$ cat src/rtl/bus_req_arbiter_pkg.sv
// Shared memory-request types for the L1-to-bus path.
// Also holds the arbiter queue entry and the arbiter FSM state types.
package mem_types_pkg;

  localparam int BLOCK_ADDR_SPACE_WIDTH = 26;

  typedef enum logic [1:0] {
    BUS_RD      = 2'd0,
    BUS_RD_X    = 2'd1,
    BUS_UPGRADE = 2'd2,
    BUS_WB      = 2'd3
  } bus_req_t;

  localparam int BUS_ARB_NUM_REQ     = 4;
  localparam int BUS_ARB_Q_DEPTH     = 4;
  localparam int BUS_ARB_LOG_NUM_REQ = $clog2(BUS_ARB_NUM_REQ);
  localparam int BUS_ARB_LOG_Q_DEPTH = $clog2(BUS_ARB_Q_DEPTH);

  typedef struct packed {
    bus_req_t                          req_type;
    logic [BLOCK_ADDR_SPACE_WIDTH-1:0] block_addr;
  } bus_arb_entry_t;

  typedef enum logic [1:0] {
    BUS_ARB_IDLE,
    BUS_ARB_REQ,
    BUS_ARB_WAIT
  } bus_arb_state_t;

endpackage

$ cat src/rtl/bus_req_arbiter_fifo.sv
// Per-requester request queue.
// The head stays visible until the arbiter pops it on completion.
module bus_req_fifo
  import mem_types_pkg::*;
#(
  parameter int Q_DEPTH = BUS_ARB_Q_DEPTH
) (
  input  logic           CLK,
  input  logic           nRST,
  input  logic           push,
  input  bus_arb_entry_t wdata,
  input  logic           pop,
  output logic           full,
  output logic           empty,
  output bus_arb_entry_t head
);

  localparam int LQ = $clog2(Q_DEPTH);

  bus_arb_entry_t r_mem [Q_DEPTH];
  logic [LQ-1:0]  r_wptr;
  logic [LQ-1:0]  r_rptr;
  logic [LQ:0]    r_count;
  logic           w_push;
  logic           w_pop;

  assign full   = (r_count == (LQ+1)'(Q_DEPTH));
  assign empty  = (r_count == '0);
  assign head   = r_mem[r_rptr];
  assign w_push = push && !full;
  assign w_pop  = pop && !empty;

  // Storage write; contents need no reset since count gates visibility.
  always_ff @(posedge CLK) begin
    if (w_push) begin
      r_mem[r_wptr] <= wdata;
    end
  end

  // Pointer and occupancy bookkeeping.
  always_ff @(posedge CLK) begin
    if (!nRST) begin
      r_wptr  <= '0;
      r_rptr  <= '0;
      r_count <= '0;
    end else begin
      if (w_push) r_wptr <= r_wptr + 1'b1;
      if (w_pop)  r_rptr <= r_rptr + 1'b1;
      if (w_push && !w_pop) begin
        r_count <= r_count + 1'b1;
      end else if (w_pop && !w_push) begin
        r_count <= r_count - 1'b1;
      end
    end
  end

endmodule

$ cat src/rtl/bus_req_arbiter.sv
// N-requester bus request arbiter: per-requester queues,
// round-robin pick with optional writeback priority, one transaction at a time.
module bus_req_arbiter
  import mem_types_pkg::*;
#(
  parameter int NUM_REQ     = BUS_ARB_NUM_REQ,
  parameter int Q_DEPTH     = BUS_ARB_Q_DEPTH,
  parameter int MULTICORE   = 1,
  parameter int WB_PRIORITY = 1
) (
  input  logic                                           CLK,
  input  logic                                           nRST,
  input  logic [NUM_REQ-1:0]                             in_valid,
  output logic [NUM_REQ-1:0]                             in_ready,
  input  logic [NUM_REQ-1:0][1:0]                        in_type,
  input  logic [NUM_REQ-1:0][BLOCK_ADDR_SPACE_WIDTH-1:0] in_block_addr,
  output logic                                           mem_req_valid,
  input  logic                                           mem_req_ready,
  output bus_req_t                                       mem_req_type,
  output logic [BLOCK_ADDR_SPACE_WIDTH-1:0]              mem_req_block_addr,
  output logic [$clog2(NUM_REQ)-1:0]                     mem_req_src,
  input  logic                                           mem_done,
  output logic [NUM_REQ-1:0]                             done_valid
);

  localparam int LOG_N = $clog2(NUM_REQ);

  bus_arb_state_t r_state;
  logic [LOG_N-1:0] r_rr;
  logic [LOG_N-1:0] r_src;
  logic             r_valid;
  logic             r_skip;
  bus_req_t         r_type;
  logic [BLOCK_ADDR_SPACE_WIDTH-1:0] r_addr;
  logic [NUM_REQ-1:0] r_done;

  bus_arb_entry_t     w_head [NUM_REQ];
  logic [NUM_REQ-1:0] w_full;
  logic [NUM_REQ-1:0] w_empty;
  logic [NUM_REQ-1:0] w_wb;
  logic [NUM_REQ-1:0] w_cand;
  logic [NUM_REQ-1:0] w_pop;
  logic [LOG_N-1:0]   w_win;
  logic               w_any;
  logic               w_finish;
  bus_req_t           w_win_type;
  bus_req_t           w_iss_type;
  logic               w_no_mem;

  assign w_finish = (r_state == BUS_ARB_WAIT) && (mem_done || r_skip);

  for (genvar i = 0; i < NUM_REQ; i++) begin : g_q
    bus_arb_entry_t w_in;
    assign w_in.req_type   = bus_req_t'(in_type[i]);
    assign w_in.block_addr = in_block_addr[i];
    assign w_pop[i] = w_finish && (r_src == LOG_N'(i));
    assign w_wb[i]  = !w_empty[i] && (w_head[i].req_type == BUS_WB);
    bus_req_fifo #(.Q_DEPTH(Q_DEPTH)) u_fifo (
      .CLK   (CLK),
      .nRST  (nRST),
      .push  (in_valid[i]),
      .wdata (w_in),
      .pop   (w_pop[i]),
      .full  (w_full[i]),
      .empty (w_empty[i]),
      .head  (w_head[i])
    );
  end

  assign in_ready = ~w_full;
  assign w_cand   = (WB_PRIORITY != 0 && |w_wb) ? w_wb : ~w_empty;

  // First candidate at or after the RR pointer, wrapping.
  always_comb begin
    w_win = '0;
    w_any = 1'b0;
    for (int k = NUM_REQ - 1; k >= 0; k--) begin
      if (w_cand[(int'(r_rr) + k) % NUM_REQ]) begin
        w_win = LOG_N'((int'(r_rr) + k) % NUM_REQ);
        w_any = 1'b1;
      end
    end
  end

  // Unicore remaps exclusive reads and completes upgrades locally.
  always_comb begin
    w_win_type = w_head[w_win].req_type;
    w_iss_type = w_win_type;
    w_no_mem   = 1'b0;
    if (MULTICORE == 0) begin
      if (w_win_type == BUS_RD_X)    w_iss_type = BUS_RD;
      if (w_win_type == BUS_UPGRADE) w_no_mem   = 1'b1;
    end
  end

  // Arbiter FSM with registered request and completion outputs.
  always_ff @(posedge CLK) begin
    if (!nRST) begin
      r_state <= BUS_ARB_IDLE;
      r_rr    <= '0;
      r_src   <= '0;
      r_valid <= 1'b0;
      r_skip  <= 1'b0;
      r_type  <= BUS_RD;
      r_addr  <= '0;
      r_done  <= '0;
    end else begin
      r_done <= '0;
      unique case (r_state)
        BUS_ARB_IDLE: begin
          if (w_any) begin
            r_type <= w_iss_type;
            r_addr <= w_head[w_win].block_addr;
            r_src  <= w_win;
            if (w_no_mem) begin
              r_skip  <= 1'b1;
              r_state <= BUS_ARB_WAIT;
            end else begin
              r_valid <= 1'b1;
              r_state <= BUS_ARB_REQ;
            end
          end
        end
        BUS_ARB_REQ: begin
          if (mem_req_ready) begin
            r_valid <= 1'b0;
            r_state <= BUS_ARB_WAIT;
          end
        end
        BUS_ARB_WAIT: begin
          if (w_finish) begin
            r_done  <= NUM_REQ'(1) << r_src;
            r_skip  <= 1'b0;
            r_rr    <= (r_src == LOG_N'(NUM_REQ - 1)) ? '0 : r_src + 1'b1;
            r_state <= BUS_ARB_IDLE;
          end
        end
        default: r_state <= BUS_ARB_IDLE;
      endcase
    end
  end

  assign mem_req_valid      = r_valid;
  assign mem_req_type       = r_type;
  assign mem_req_block_addr = r_addr;
  assign mem_req_src        = r_src;
  assign done_valid         = r_done;

endmodule

$ cat config.mk
export PLATFORM = sky130hd
export DESIGN_NAME = bus_req_arbiter
export DESIGN_NICKNAME = d
export VERILOG_FILES = /design/src/rtl/bus_req_arbiter_pkg.sv /design/src/rtl/bus_req_arbiter_fifo.sv /design/src/rtl/bus_req_arbiter.sv
export SDC_FILE = /design/constraint.sdc
export NUM_CORES = 1
export LEC_CHECK = 0
export ABC_AREA = 1
export CORE_MARGIN = 5
export CORE_UTILIZATION = 59
export CTS_CLUSTER_DIAMETER = 100
export DETAILED_ROUTE_END_ITERATION = 8
export PLACE_DENSITY = 0.8
export SKIP_LAST_GASP = 1
export SYNTH_ARGS = -nofsm -noshare
export SYNTH_HDL_FRONTEND = slang
export SYNTH_SLANG_ARGS = --single-unit
$ cat constraint.sdc
create_clock -name CLK -period 2.8 [get_ports CLK]
set_input_delay 0.7 -clock CLK [delete_from_list [all_inputs] [get_ports CLK]]
set_output_delay 0.7 -clock CLK [all_outputs]
set_load 0.005 [all_outputs]
==> results.md <==
* Worst Setup Start Kind: flip-flop
* Maximum clock rate at 352 MHz
* I/O pin count at 159
* Top fanout value on the critical path at 8
* Critical path arrival at 3.31 ns
* Num CTS Buffers at 50
* Final slew viol count at 0
* Max-slew headroom at 61.9%
* Clock Skew at 0.0171 ns
* Share of cells above drive strength 1 at 14.0%
* GRT Util Overall at around 25%
* Worst setup margin at -0.0377 ns
* Via density at 6.00
* DRT Wirelength at 55.0 mm
* Mapped Area at 0.0216 mm^2
* Die height at 201 um
* Pwr Density at 909 mW/mm^2
* Core Rows at 70
* Post-synth top area cell: edfxtp_1
* Mean post-synth cell area at approximately 12 um^2
* H-tree Lvls at 2
* Met3 usage in global routing at 4.05%
* TritonRoute pass-1 iters at 5
* CTS tree: yes
* Layout Nets at 2191
* Count of state elements after synthesis at around 520
* Failing checks: setup timing
* Aggregate global routing overflow at 0
* Layout area overhead at 23.2%
* Grt met2 use at 40.9%
* Final GP Congestion at 0.834
* Pleak at 10.1 nW
* Starting DRT DRC Count at about 1900
* Routed vias at 15339
* Met1 GRT Util at 36.4%
* Root buf cell: clkbuf_16
* Critical Path Sink Type: flip-flop
* Chip width at between 200 and 250 um
* FF-to-FF End: mem_req_block_addr[24]$_SDFFE_PN0P_
* Worst skew pair latency at 0.58 ns
* Estimated wirelength of the detail-placed design at approximately 34 mm
* Status: finished, violations left
* Core ar. at 0.0363 mm^2
* Critical setup path kind: reg2reg
* Peak supply drop at 0.868 mV
* Pin count of the biggest net entering global routing at 53
* Vias in the first global route at between 10000 and 15000
* Min-delay src: g_q[0].u_fifo.r_rptr[1]$_SDFFE_PN0P_
* Final period util at 101%
* Cells after Synth at 1850
* GR peak layer: met2
* Final min period at 2.84 ns
* Hold Path Depth at 2
* Max cap viols at 0
* Seq/Total Area, Yosys at 69.3%
* Post-Route Setup TNS at -0.0912 ns
* Clock Pin Slew Worst Setup and Hold Paths at about 0.07 ns
* Starting Density at 59.4%
* Sink Count at roughly 520
* Class of the worst hold path: reg2reg
* Initial antenna violation count at 3
* Synth Warn # at 0
* Worst-margin pin slew at ~0.57 ns
* Data required, critical path at 3.27 ns
* Finish-stage setup viols at 4
* DRC at 0
* Synth unique cells at 33
* Worst hold margin at roughly 0.47 ns
* Unrepaired setup endpoints after global routing: true
* R2R Setup Slk at -0.04 ns
* Max Root-Sink Buffers at 3
* R2R depth at 22
* Post-route ant nets at 0
* Top cell type's share of synthesized area at between 60% and 70%
* Net Count, Synth at 1998
* Final hold vios at 0
* Routed length per instance at 21.5 um
* Top cells by area, synth: edfxtp_1 62%, nand2_1 8.4%, dfxtp_1 7.0%, a32o_1 4.8%, nand3_1 4.4%
* First-pass GRT wire length at 81.3 mm
* Die area at about 0.04 mm^2
* I/O Buffers at 158
-- kinds of logic (layout without fill, tap and decap cells) --
group,Yosys count,after routing,share of synthesized area [%]
flops,523,523,69.3
other cells,0,2,0
buf+inv,226,461,4.53
fa+ha+maj,28,28,1.76
xor+xnor,1,1,0.0406
compound gates,283,283,9.05
simple gates,789,789,15.3
-- worst max path at each step --
| stage | start | slack, ns | endpoint | cells after the start |
|---|---|---|---|---|
| 2_1_floorplan | mem_done | 0.15 | g_q[3].u_fifo.r_count[1]$_SDFFE_PN0P_ | 10 |
| 3_3_place_gp | mem_done | -0.03 | g_q[3].u_fifo.r_count[2]$_SDFFE_PN0P_ | 14 |
| 3_5_place_dp | mem_done | -0.1 | g_q[3].u_fifo.r_count[2]$_SDFFE_PN0P_ | 14 |
| 4_1_cts | flip-flop | 0.01 | mem_req_block_addr[0]$_SDFFE_PN0P_ | 22 |
| 5_1_grt | flip-flop | -0.16 | mem_req_block_addr[24]$_SDFFE_PN0P_ | 22 |
| 6_report | flip-flop | -0.04 | mem_req_block_addr[24]$_SDFFE_PN0P_ | 22 |
-- sequential cells by signal, summed over array words and instances, names as in the netlist, named ones only --
register	count
mem_req_block_addr	26
mem_req_type	2
mem_req_src	2
g_q.u_fifo.r_count	12
g_q.u_fifo.r_rptr	8
r_state	2
done_valid	4
r_rr	2
g_q.u_fifo.r_mem	448
g_q.u_fifo.r_wptr	8
mem_req_valid	1
-- where the power goes --
part           leakage (nW)  total [mW]  internal (mW)  switching, mW
sequential             4.73        9.53           9.19          0.344
combinational          4.61        7.78           3.04           4.74
clock                 0.811        6.83           4.06           2.78
total                  10.1        24.2           16.3           7.86
-- cells in the final DEF (no fill, tap or decap), drive strengths merged, types with 14 or more instances in the layout --
cell	netlist	final
a21oi	145	145
a32o	104	104
buf	44	81
clkbuf	61	78
clkdlybuf4s50	0	158
clkinv	1	14
dfxtp	75	75
edfxtp	448	448
ha	24	24
inv	120	121
nand2	489	489
nand3	195	195
nor2	94	94
o21ai	31	31
-- Yosys cell counts --
cell,count
nand3b_1,1
a32o_1,104
a21oi_1,143
o21ai_0,30
clkbuf_1,61
nand3_1,191
o21ai_1,1
nand2_2,8
o21bai_1,1
a211oi_1,1
nor2_2,2
xor2_1,1
buf_4,10
inv_1,107
o211ai_1,1
nor3_1,3
fa_1,4
buf_6,9
nor2_1,88
inv_2,13
nand4_1,2
nand3_2,4
edfxtp_1,448
buf_1,6
buf_2,19
and2_1,1
nor4_1,4
nor2_4,4
dfxtp_1,75
ha_1,24
a21oi_2,2
clkinv_1,1
nand2_1,481
-- repair_timing --
| item | 4_1_cts | 5_1_grt |
|---|---|---|
| gates cloned | 0 | 8 |
| endpoints found under the setup margin | 2 | 29 |
| gates resized for setup | 3 | 109 |
| pin swaps | 0 | 22 |
| buffers inserted | 0 | 14 |
| hold buffers | 0 | 0 |
-- per-stage QoR --
stage / std cells / utilization (%) / setup WS [ns] / instance area [um^2] / total power, mW
after floorplan: 1850 / - / 0.151 / 21600 / 13.3
after global placement: 2437 / 66.3 / -0.0264 / 24100 / 15.7
after detailed placement: 2437 / 66.3 / -0.0983 / 24100 / 16.0
after CTS: 2531 / 70.9 / 0.0110 / 25800 / 22.8
after global routing: 2555 / 73.1 / -0.162 / 26600 / 25.1
final: 2555 / 73.1 / -0.0377 / 26600 / 24.2
-- final cells by class --
cell class	instances	area [um^2]
Tap cell	468	586
Timing Repair Buffer	246	2760
Sequential cell	523	15000
Antenna cell	2	5.00
Multi-Input combinational cell	1101	6110
Fill cell	2182	9770
Inverter	121	467
Clock buffer	71	1360
Clock inverter	23	320
-- critical path: stages, from the launching register on --
cell and delay, ns:
dfxtp_4 0.39, inv_4 0.06, nand2_2 0.08, nand3_2 0.12
nand3_2 0.11, nor2_4 0.05, nor2_4 0.24, buf_6 0.14
nand3_2 0.08, nand3_2 0.08, nand2_2 0.08, nor2_4 0.15
nand2_1 0.09, nand2_2 0.12, nand2_8 0.11, nand2_8 0.11
clkbuf_16 0.16, buf_4 0.17, nand2_1 0.07, nand3_1 0.09
nand3_1 0.10, nand2_1 0.07, inv_1 0.04
-- metal layers --
layer	share of wire, %	vias up
li1	-	6969
met1	39	7342
met2	48	899
met3	9.3	127
met4	3.5	2
met5	0.024	-
Power figures use the tool's default switching activity.
